$ cat src/rtl/bcd_stopwatch_if.sv
// Control pulses into the MM:SS.cc stopwatch and the display/status signals coming out of it.
interface bcd_stopwatch_if;
   logic        tick_en;
   logic        start_stop;
   logic        clear;
   logic        lap;
   logic [23:0] disp_bcd;
   logic        running;
   logic        lap_active;
   logic        rollover;

   modport master (
      output tick_en, start_stop, clear, lap,
      input  disp_bcd, running, lap_active, rollover
   );

   modport slave (
      input  tick_en, start_stop, clear, lap,
      output disp_bcd, running, lap_active, rollover
   );
endinterface

$ cat src/rtl/bcd_stopwatch.sv
// MM:SS.cc BCD stopwatch with start/stop/clear/lap control, counting base ticks from an
// upstream divider through an optional prescaler, with wrap or saturate at 59:59.99.
module bcd_stopwatch #(
   parameter int unsigned PRESCALE = 1,
   parameter bit          WRAP     = 1'b1
) (
   input  logic           clk,
   input  logic           rst_n,
   bcd_stopwatch_if.slave bus
);
   localparam int unsigned      PSC_W     = (PRESCALE > 1) ? $clog2(PRESCALE) : 1;
   localparam logic [PSC_W-1:0] PSC_LAST  = PSC_W'(PRESCALE - 1);
   localparam logic [23:0]      DIGIT_MAX = 24'h595999;

   typedef enum logic [1:0] {
      IDLE  = 2'd0,
      RUN   = 2'd1,
      PAUSE = 2'd2
   } state_e;

   state_e           state_q, state_d;
   logic [23:0]      live_q, live_d;
   logic [23:0]      snap_q, snap_d;
   logic [PSC_W-1:0] psc_q, psc_d;
   logic             lapActive_q, lapActive_d;
   logic             rollover_q, rollover_d;
   logic             step;

   // Each digit rolls to zero at its own maximum (taken from DIGIT_MAX) and carries upward.
   function automatic logic [23:0] bcdIncrement(input logic [23:0] v);
      logic [23:0] r;
      logic        carry;
      r     = v;
      carry = 1'b1;
      for (int i = 0; i < 6; i++) begin
         if (carry) begin
            if (v[4*i +: 4] == DIGIT_MAX[4*i +: 4]) begin
               r[4*i +: 4] = 4'd0;
            end else begin
               r[4*i +: 4] = v[4*i +: 4] + 4'd1;
               carry       = 1'b0;
            end
         end
      end
      return r;
   endfunction

   always_comb begin
      state_d     = state_q;
      live_d      = live_q;
      snap_d      = snap_q;
      psc_d       = psc_q;
      lapActive_d = lapActive_q;
      rollover_d  = 1'b0;
      step        = 1'b0;

      if (bus.clear) begin
         state_d     = IDLE;
         live_d      = '0;
         psc_d       = '0;
         lapActive_d = 1'b0;
      end else begin
         // Only the registered RUN state counts, so a tick alongside start_stop in PAUSE is lost.
         if (state_q == RUN && bus.tick_en) begin
            if (psc_q == PSC_LAST) begin
               psc_d = '0;
               step  = 1'b1;
            end else begin
               psc_d = psc_q + PSC_W'(1);
            end
         end

         if (step) begin
            if (live_q == DIGIT_MAX) begin
               rollover_d = 1'b1;
               if (WRAP) begin
                  live_d = '0;
               end else begin
                  state_d = PAUSE;
               end
            end else begin
               live_d = bcdIncrement(live_q);
            end
         end

         if (bus.start_stop) begin
            case (state_q)
               IDLE:    state_d = RUN;
               RUN:     state_d = PAUSE;
               PAUSE:   state_d = RUN;
               default: state_d = IDLE;
            endcase
         end else if (bus.lap && state_q != IDLE) begin
            // The snapshot takes the pre-edge live value, never a tick counted on this edge.
            if (!lapActive_q) begin
               lapActive_d = 1'b1;
               snap_d      = live_q;
            end else begin
               lapActive_d = 1'b0;
            end
         end
      end
   end

   always_ff @(posedge clk or negedge rst_n) begin
      if (!rst_n) begin
         state_q     <= IDLE;
         live_q      <= '0;
         snap_q      <= '0;
         psc_q       <= '0;
         lapActive_q <= 1'b0;
         rollover_q  <= 1'b0;
      end else begin
         state_q     <= state_d;
         live_q      <= live_d;
         snap_q      <= snap_d;
         psc_q       <= psc_d;
         lapActive_q <= lapActive_d;
         rollover_q  <= rollover_d;
      end
   end

   assign bus.disp_bcd   = lapActive_q ? snap_q : live_q;
   assign bus.running    = (state_q == RUN);
   assign bus.lap_active = lapActive_q;
   assign bus.rollover   = rollover_q;
endmodule

$ cat src/flat_wrapper.sv
// flat-port wrapper written by rule: the top's interface ports become plain ports
module bcd_stopwatch_flat 
#(
   parameter int unsigned PRESCALE = 1,
   parameter bit          WRAP     = 1'b1
)
  (clk, rst_n, bus_tick_en, bus_start_stop, bus_clear, bus_lap, bus_disp_bcd, bus_running, bus_lap_active, bus_rollover);
  bcd_stopwatch_if bus_i ();
  input  logic clk;
  input  logic rst_n;
  input wire logic [$bits(bus_i.tick_en)-1:0] bus_tick_en;
  input wire logic [$bits(bus_i.start_stop)-1:0] bus_start_stop;
  input wire logic [$bits(bus_i.clear)-1:0] bus_clear;
  input wire logic [$bits(bus_i.lap)-1:0] bus_lap;
  output wire logic [$bits(bus_i.disp_bcd)-1:0] bus_disp_bcd;
  output wire logic [$bits(bus_i.running)-1:0] bus_running;
  output wire logic [$bits(bus_i.lap_active)-1:0] bus_lap_active;
  output wire logic [$bits(bus_i.rollover)-1:0] bus_rollover;
  assign bus_i.tick_en = bus_tick_en;
  assign bus_i.start_stop = bus_start_stop;
  assign bus_i.clear = bus_clear;
  assign bus_i.lap = bus_lap;
  assign bus_disp_bcd = bus_i.disp_bcd;
  assign bus_running = bus_i.running;
  assign bus_lap_active = bus_i.lap_active;
  assign bus_rollover = bus_i.rollover;
  bcd_stopwatch #(.PRESCALE(PRESCALE), .WRAP(WRAP)) u_core (.clk(clk), .rst_n(rst_n), .bus(bus_i));
endmodule
$ cat config.mk
export PLATFORM = sky130hd
export DESIGN_NAME = bcd_stopwatch_flat
export DESIGN_NICKNAME = d
export VERILOG_FILES = /design/src/rtl/bcd_stopwatch_if.sv /design/src/rtl/bcd_stopwatch.sv /design/src/flat_wrapper.sv
export SDC_FILE = /design/constraint.sdc
export NUM_CORES = 1
export LEC_CHECK = 0
export CORE_ASPECT_RATIO = 0.9
export CORE_MARGIN = 8
export CORE_UTILIZATION = 50
export CTS_CLUSTER_DIAMETER = 150
export DETAILED_ROUTE_END_ITERATION = 12
export PLACE_DENSITY = 0.72
export SETUP_SLACK_MARGIN = 0.2
export SLEW_MARGIN = 20
export SYNTH_ARGS = -nofsm -noshare
export SYNTH_HDL_FRONTEND = slang
export SYNTH_SLANG_ARGS = --single-unit
$ cat constraint.sdc
create_clock -name clk -period 2.4 [get_ports clk]
set_input_delay 0.48 -clock clk [delete_from_list [all_inputs] [get_ports clk]]
set_output_delay 0.48 -clock clk [all_outputs]
set_load 0.05 [all_outputs]
## After elaboration in Yosys (flattened, before gate mapping)

Cells that the tools add are included.

| word-level totals | value |
|---|---|
| bits in registers | 53 |
| output and inout port bits | 27 |

| operators by class | value |
|---|---|
| add/subtract/negate cells | 7 |
| eq/ne operators | 10 |
| multiplexer cells | 55 |
| bitwise operators | 2 |
| reduce and logical (&&, ||, !) cells | 21 |

Operators by type and width:

| kind | number |
|---|---|
| 2-to-1 mux 24 bit | 4 |
| 2-to-1 mux 4 bit | 11 |
| 2-to-1 mux 1 bit | 37 |
| adder 4 x 1 -> 4 bit, second input constant | 6 |
| equality test 24 x 23 -> 1 bit, second input constant | 1 |
| equality test 4 bit, second input constant | 4 |
| nonzero test 3 bit | 5 |
| AND reduction 2 bit | 6 |
| nonzero test 2 bit | 5 |
| equality test 4 x 3 -> 1 bit, second input constant | 2 |
| 2-to-1 mux 2 bit | 2 |
| one-hot mux 2 bit (2 select lines) | 1 |
| AND reduction 3 bit | 1 |
| equality test 2 x 1 -> 1 bit, second input constant | 1 |
| equality test 2 bit, second input constant | 1 |
| logical AND 1 bit | 2 |
| zero test 2 bit | 1 |
| inequality test 2 x 1 -> 1 bit, second input constant | 1 |
| inverter 1 bit | 2 |
| OR reduction 2 bit | 1 |
| adder 1 bit, second input constant | 1 |

## Logic depth before layout (Yosys ltp)

Gate-level depths: netlist of run 1.

| depth | value |
|---|---|
| depth after elaboration | 26 |
| gate-level depth with buffers | 9 |
| gate-level depth less buffers | 6 |

## Least setup slack after synthesis of run 1

Ideal clock, no wire load.

| timing | value |
|---|---|
| path type | flip-flop to output port |
| start point | reg u_core.lapActive_q, in the netlist u_core.bus.lap_active |
| end point | out bus_disp_bcd[1] |
| arrival | 2.035 ns |
| required time | 1.920 ns |
| path slack | -0.115 ns |
| cell stages (with the launch flop) | 3 |
| buffers on the path | 1 |
| path through | dfrtp_1 -> buf_1 -> o21ai_0 |

| on the way | value |
|---|---|
| word-level cells in the longest chain between the ends | 1 |

Ends and longest elaborated chain:

| what | line | text |
|---|---|---|
| start, declared | bcd_stopwatch.sv:25 | `logic lapActive_q, lapActive_d;` |
| start signal, assigned | bcd_stopwatch.sv:118 | `lapActive_q <= lapActive_d;` |
| 2-to-1 mux 24 bit | bcd_stopwatch.sv:123 | `assign bus.disp_bcd = lapActive_q ? snap_q : live_q;` |
| end, declared | flat_wrapper.sv:15 | `output wire logic [$bits(bus_i.disp_bcd)-1:0] bus_disp_bcd;` |

No other way between the ends.

## Worst setup path after layout of run 1

| timing | value |
|---|---|
| start point | reg u_core.live_q[5] |
| end point | reg u_core.live_q[20] |

| on the way | value |
|---|---|
| word-level cells in the longest chain between the ends | 20 |
| elaborated cells between the ends (all ways) | 24 |
| classes of those cells | eq/ne (2); mux (20); reduce/logical (2) |

Ends and longest elaborated chain:

| what | line | text |
|---|---|---|
| start, declared | bcd_stopwatch.sv:22 | `logic [23:0] live_q, live_d;` |
| start signal, assigned | bcd_stopwatch.sv:115 | `live_q <= live_d;` |
| equality test 4 bit | bcd_stopwatch.sv:37 | `if (v[4*i +: 4] == DIGIT_MAX[4*i +: 4]) begin` |
| 2-to-1 mux 1 bit | bcd_stopwatch.sv:37 |  |
| 2-to-1 mux 1 bit | bcd_stopwatch.sv:36 | `if (carry) begin` |
| 2-to-1 mux 1 bit | bcd_stopwatch.sv:74 | `if (live_q == DIGIT_MAX) begin` |
| 2-to-1 mux 1 bit | bcd_stopwatch.sv:73 | `if (step) begin` |
| 2-to-1 mux 1 bit | bcd_stopwatch.sv:57 | `if (bus.clear) begin` |
| 2-to-1 mux 1 bit | bcd_stopwatch.sv:36 |  |
| 2-to-1 mux 1 bit | bcd_stopwatch.sv:74 |  |
| [4 not listed] | - |  |
| 2-to-1 mux 1 bit | bcd_stopwatch.sv:73 |  |
| 2-to-1 mux 1 bit | bcd_stopwatch.sv:57 |  |
| 2-to-1 mux 1 bit | bcd_stopwatch.sv:36 |  |
| 2-to-1 mux 1 bit | bcd_stopwatch.sv:74 |  |
| 2-to-1 mux 1 bit | bcd_stopwatch.sv:73 |  |
| 2-to-1 mux 1 bit | bcd_stopwatch.sv:57 |  |
| nonzero test 3 bit (no source line) | - |  |
| AND reduction 2 bit (no source line) | - |  |

Several ways; a longest one is shown, not always the timed one. The select of a mux whose other input is x is not followed.
A chain may end at the register's enable or synchronous reset.

==> results.py, run 1 <==
metrics = {
    "worst_hold_path": {
        "min_path_type": "input port to async pin",
    },
    "pwr": {
        "power_density_nw_per_um2": 463,
        "leakage_uw": 0.00158,
        "total_power_uw": 1540,
        "ir_drop_mv": 0.256,
    },
    "clocking": {
        "cts_buffer_depth": 2,
        "cts_hold_buffers": 0,
        "root_buffer": "clkbuf_8",
        "post-cts-setup-buffers": 0,
        "clock_latency_ns": 0.30,
        "htreeDepth": 2,
        "path_clk_slew_ns": 0.10,
        "clock_sinks": 52,
        "cts_tree": "done",
        "cts_buffers": 5,
    },
    "flow_run": {
        "drv_cap": 0,
    },
    "synth": {
        "synth_top_area_share": 0.464,
        "netlist_area_um2": 2800,
        "async_flop_share": 1.00,
        "synth_edf_count": 0,
        "ys.flop_type": "dfrtp_1",
        "yosysMostFrequentCell": "dfrtp_1",
        "synth_commonest_cells": "dfrtp_1, mux2_2, a21oi_1, nor2_1, o21ai_0",
        "syn-num-nets": 278,
        "synth_area_leader_cell": "dfrtp_1",
        "yosys_warnings": 0,
        "ys_seq_area_frac": 0.464,
        "ys_ff_latch": 52,
        "avgSynthCellArea_um2": 10.8,
        "yosysUniqueCellTypes": 39,
        "yosys-top-cells-area": "dfrtp_1, mux2_2, ha_1",
        "syn-instance-count": 260,
    },
    "sta": {
        "fin_setup_tns_ns": 0,
        "worst-slew-pin-transition_ns": 0.575,
        "fin_worst_skew_ns": 0.0108,
        "rsz0062_at_grt": "false",
        "finalCriticalPeriod_ns": 2.07,
        "slew_violations": 0,
        "min_period_over_period": 0.862,
        "setup_viol": 0,
        "clock.fmax_mhz": 483,
        "slew-limit-headroom": 0.617,
        "holdWs_ns": 0.163,
        "finalHoldViolCount": 0,
    },
    "cells_and_area": {
        "post-route-util": 0.601,
        "fin_nets": 307,
        "syn_to_final_growth_pct": 18.5,
        "drive_gt1_frac": 0.293,
        "n_antenna_cell": 0,
    },
    "route": {
        "drtIter0Drc": 74,
        "vias": 2042,
        "antenna_left": 0,
        "wl_um": 5600,
        "routed_via_density": 5.67,
        "detail_route.first_pass.iterations": 4,
        "drc_errors": 0,
        "drt-wirelength-per-cell_um": 15.5,
    },
    "global_routing": {
        "grt_pass1_wl_um": 9790,
        "grt_pass1_vias": 2116,
        "gr-total-overflow": 0,
        "antenna_found_initial": 0,
        "grt_max_degree": 33,
        "grt_usage": 0.147,
    },
    "die": {
        "die_x_um": 94.9,
        "io_pins": 33,
        "rows": 26,
        "coreArea_um2": 5530,
        "dieArea_um2": 8260,
        "start_util": 0.507,
        "die_h_um": 87.0,
    },
    "setup_path": {
        "critPathKind": "flip-flop to flip-flop",
        "worstPathRequired_ns": 2.62,
        "start_kind": "flip-flop",
        "cp.arrival_ns": 2.29,
        "worst_setup_path_end_kind": "flip-flop",
        "cp_max_fo": 22,
    },
    "place": {
        "gp_congestion": 0.802,
        "numPortBuffers": 32,
        "detailed_place_hpwl_um": 3970,
    },
    "run_status": {
        "status": "complete, no violations",
    },
}
[kinds of logic after synthesis]
| logic type | count (synthesis) | share of synthesized area |
|---|---|---|
| simple gates | 79 | 0.162 |
| flops | 52 | 0.464 |
| mux | 46 | 0.183 |
| compound gates | 44 | 0.0888 |
| buf+inv | 25 | 0.0428 |
| fa+ha+maj | 12 | 0.0535 |
| xor+xnor | 2 | 0.00625 |
[power by group]
part           leakage [µW]  internal, µW  switching, µW  total, µW
Clock             0.0000445           235            286        521
Sequential         0.000724           883           8.01        891
Combinational      0.000807          47.5           77.3        125
Total               0.00158          1170            371       1540
[metal layers]
layer,global-route usage,vias to the layer above,part of all wire
met3,0.0379,6,0.051
li1,-,991,-
met2,0.238,53,0.47
met5,0,-,0
met4,0.0482,0,0.011
met1,0.187,992,0.47
[layout by cell type (no fill, tap or decap), drive strengths merged, types with 2 or more instances in the layout]
cell           Yosys  layout
or4                5       5
nor2b              2       2
a21oi             18      18
inv                9       9
nand3b             3       3
and2               2       2
buf               10      32
and3               4       4
o21ai             18      18
clkdlybuf4s50      0       5
ha                12      12
dfrtp             52      52
or3                5       5
mux2              42      42
clkbuf             6       7
nand3              4       4
nor4               3       3
mux2i              4       4
o31ai              2       2
nor3               4       4
o211ai             2       2
nand4              3       3
nor2              18      18
nand2             15      15
and3b              7       7
[sequential cells by signal, summed over array words and instances, names as in the netlist]
register               flops
u_core.bus.lap_active      1
u_core.bus.rollover        1
u_core.live_q             24
u_core.snap_q             24
u_core.state_q             2
[per-stage QoR]
stage / setup WS [ns] / cell area [µm²] / std cells
after detailed placement: 0.160 / 3230 / 352
after CTS: 0.228 / 3320 / 360
after global routing: 0.211 / 3320 / 360
after floorplan: -0.115 / 2800 / 260
final: 0.331 / 3320 / 360
after global placement: 0.199 / 3230 / 352
[timing repair]
| item | 4_1_cts | 5_1_grt |
|---|---|---|
| pin swaps | 0 | 1 |
| endpoints found under the setup margin | 1 | 7 |
| resized for setup | 1 | 1 |
[final timing paths]
kind | endpoint | slack [ns] | start | cells past startpoint
worst max-delay path | u_core.live_q[20]$_DFFE_PN0P_ | 0.33 | u_core.live_q[5]$_DFFE_PN0P_ | 6
max in group asynchronous | u_core.snap_q[12]$_DFFE_PN0P_ | 1.69 | rst_n | 2
min in group clk | u_core.snap_q[19]$_DFFE_PN0P_ | 0.51 | u_core.snap_q[19]$_DFFE_PN0P_ | 1
worst min register to register | u_core.snap_q[19]$_DFFE_PN0P_ | 0.51 | u_core.snap_q[19]$_DFFE_PN0P_ | 1
worst min-delay path | u_core.snap_q[0]$_DFFE_PN0P_ | 0.16 | rst_n | 1
worst max register to register | u_core.live_q[20]$_DFFE_PN0P_ | 0.33 | u_core.live_q[5]$_DFFE_PN0P_ | 6
[area by class of cell]
class	instances	area [µm²]
fill	474	2210
multi-input combinational	183	1380
sequential	52	1300
timing repair buffer	38	422
tap	70	87.6
clock buffer	7	86.3
inverter	9	33.8
clock inverter	1	7.51
[worst max-delay path, stage by stage, from the launching register on]
cell     delay, ns
dfrtp_1       0.42
inv_1         0.11
ha_1          0.16
and3b_2       0.29
nand4_4       0.26
or4_1         0.58
a21oi_1       0.16
Note: power is estimated with default switching activity, not from simulation.
==> inputs of run 2 (changes only) <==
--- a/config.mk
+++ b/config.mk
@@ -11,6 +11,7 @@
 export CTS_CLUSTER_DIAMETER = 150
 export DETAILED_ROUTE_END_ITERATION = 12
 export PLACE_DENSITY = 0.72
+export RECOVER_POWER = 100
 export SETUP_SLACK_MARGIN = 0.2
 export SLEW_MARGIN = 20
 export SYNTH_ARGS = -nofsm -noshare
==> results.py, run 2 (synthesized netlist as in run 1, its figures left out) <==
metrics = {
    "worst_hold_path": {
        "min_path_type": "input port to async pin",
    },
    "pwr": {
        "power_density_nw_per_um2": 477,
        "p_int_uw": 1160,
        "pwr-share-clk": 0.339,
        "p_switching_uw": 365,
        "leakage_uw": 0.00152,
        "p_seq_frac": 0.585,
        "ir_drop_mv": 0.255,
        "swShare": 0.240,
        "total_power_uw": 1520,
        "combPwrFrac": 0.076,
    },
    "flow_run": {
        "drv_cap": 0,
    },
    "setup_path": {
        "path_cells": "dlygate4sd3_1, inv_1, o211ai_1, nand2b_1, clkbuf_2, mux2_2",
        "start_kind": "input port",
        "startpoint": "bus_start_stop",
        "rr_worst_depth": 6,
        "critPathKind": "input port to flip-flop",
        "worstPathRequired_ns": 2.59,
        "slowest_stage": "dlygate4sd3_1",
        "reg2reg_to": "u_core.live_q[20]$_DFFE_PN0P_",
        "cp_max_fo": 24,
        "worst_setup_path_end_kind": "flip-flop",
        "cp.arrival_ns": 2.35,
        "reg2reg_setup_slack_ns": 0.30,
        "max_stage_delay_ns": 0.61,
        "r2r_start": "u_core.live_q[5]$_DFFE_PN0P_",
    },
    "clocking": {
        "htreeDepth": 2,
        "cts_buffers": 5,
        "cts_buffer_depth": 2,
        "clock_latency_ns": 0.30,
        "clock_sinks": 52,
        "path_clk_slew_ns": 0.09,
        "cts_tree": "done",
        "post-cts-setup-buffers": 0,
        "root_buffer": "clkbuf_8",
        "cts_hold_buffers": 0,
    },
    "sta": {
        "slew_violations": 0,
        "finalHoldViolCount": 0,
        "fin_worst_skew_ns": 0.00853,
        "rsz0062_at_grt": "false",
        "clock.fmax_mhz": 461,
        "fin_ws_ns": 0.233,
        "finalCriticalPeriod_ns": 2.17,
        "min_period_over_period": 0.903,
        "setup_viol": 0,
        "worst-slew-pin-transition_ns": 1.30,
        "slew-limit-headroom": 0.131,
    },
    "route": {
        "drc_errors": 0,
        "antenna_left": 0,
        "drt-wirelength-per-cell_um": 15.5,
        "routed_via_density": 5.63,
        "vias": 2028,
        "detail_route.first_pass.iterations": 4,
        "drtIter0Drc": 65,
        "wl_um": 5590,
    },
    "cells_and_area": {
        "n_antenna_cell": 0,
        "post-route-util": 0.577,
        "fin_nets": 307,
        "layout_commonest_cell": "dfrtp_1",
        "drive_gt1_frac": 0.269,
        "top_regs": "u_core.live_q (24), u_core.snap_q (24), u_core.state_q (2)",
        "fin_area_um2": 3190,
        "final_cell_mix": "dfrtp_1, mux2_2, clkbuf_2",
        "syn_to_final_growth_pct": 13.8,
    },
    "place": {
        "detailed_place_hpwl_um": 3970,
        "numPortBuffers": 32,
        "gp_congestion": 0.802,
        "place_area_um2": 3230,
        "place_ws_ns": 0.160,
    },
    "global_routing": {
        "gr-total-overflow": 0,
        "grt_pass1_wl_um": 9790,
        "grt_pass1_vias": 2116,
        "grt_usage": 0.147,
        "grt_max_degree": 33,
        "antenna_found_initial": 0,
    },
    "die": {
        "dieArea_um2": 8260,
        "die_h_um": 87.0,
        "die_x_um": 94.9,
        "start_util": 0.507,
        "coreArea_um2": 5530,
        "io_pins": 33,
        "rows": 26,
    },
    "run_status": {
        "status": "complete, no violations",
    },
}
run 2: metrics by stage:
| step | hold slack [ns] | std cells | setup TNS (ns) |
|---|---|---|---|
| after floorplan | 0.184 | 260 | -0.444 |
| after global placement | 0.481 | 352 | 0 |
| after detailed placement | 0.491 | 352 | 0 |
| after CTS | 0.176 | 360 | 0 |
| after global routing | 0.524 | 360 | 0 |
| final | 0.443 | 360 | 0 |
run 2: cell type report:
class | instances | area (µm²)
Fill cell | 498 | 2340
Multi-Input combinational cell | 183 | 1380
Sequential cell | 52 | 1300
Timing Repair Buffer | 38 | 292
Tap cell | 70 | 87.6
Clock buffer | 7 | 86.3
Inverter | 9 | 33.8
Clock inverter | 1 | 7.51
run 2: worst max-delay path by stage:
stage | endpoint | slack (ns)
2_1_floorplan | bus_disp_bcd[1] | -0.12
3_3_place_gp | u_core.live_q[20]$_DFFE_PN0P_ | 0.20
3_5_place_dp | u_core.live_q[20]$_DFFE_PN0P_ | 0.16
4_1_cts | u_core.live_q[20]$_DFFE_PN0P_ | 0.23
5_1_grt | u_core.snap_q[23]$_DFFE_PN0P_ | 0.14
6_report | u_core.snap_q[12]$_DFFE_PN0P_ | 0.23
run 2: power by group through the flow:
stage	clock (µW)	sequential, µW	combinational, µW
after floorplan	0	911	65.8
after global placement	0	908	127
after detailed placement	0	909	128
after CTS	539	891	128
after global routing	569	893	127
final	516	891	116
run 2: timing repair:
item                                    CTS  global route
endpoints found under the setup margin    1             7
gates resized for setup                   1             1
pin swaps                                 0             1
run 2: worst max-delay path, delay by kind of cell:
kind | cells | cell delay, ns
buffers and inverters | 3 | 1.18
and+or+nand+nor | 1 | 0.15
muxes | 1 | 0.40
AOI/OAI and AO/OA | 1 | 0.13
run 2: metal layers:
layer | part of all wire | wire [µm] | up-vias | global-route usage
li1 | - | - | 994 | -
met1 | 0.48 | 2660 | 989 | 0.187
met2 | 0.47 | 2630 | 41 | 0.238
met3 | 0.043 | 243 | 4 | 0.0379
met4 | 0.0095 | 53 | 0 | 0.0482
met5 | 0 | 0 | - | 0
==> inputs of run 3 (changes only) <==
--- a/config.mk
+++ b/config.mk
@@ -5,6 +5,7 @@
 export SDC_FILE = /design/constraint.sdc
 export NUM_CORES = 1
 export LEC_CHECK = 0
+export CAP_MARGIN = 20
 export CORE_ASPECT_RATIO = 0.9
 export CORE_MARGIN = 8
 export CORE_UTILIZATION = 50
==> results of run 3 <==
No change in the layout: final DEF, timing and power equal those of run 2.
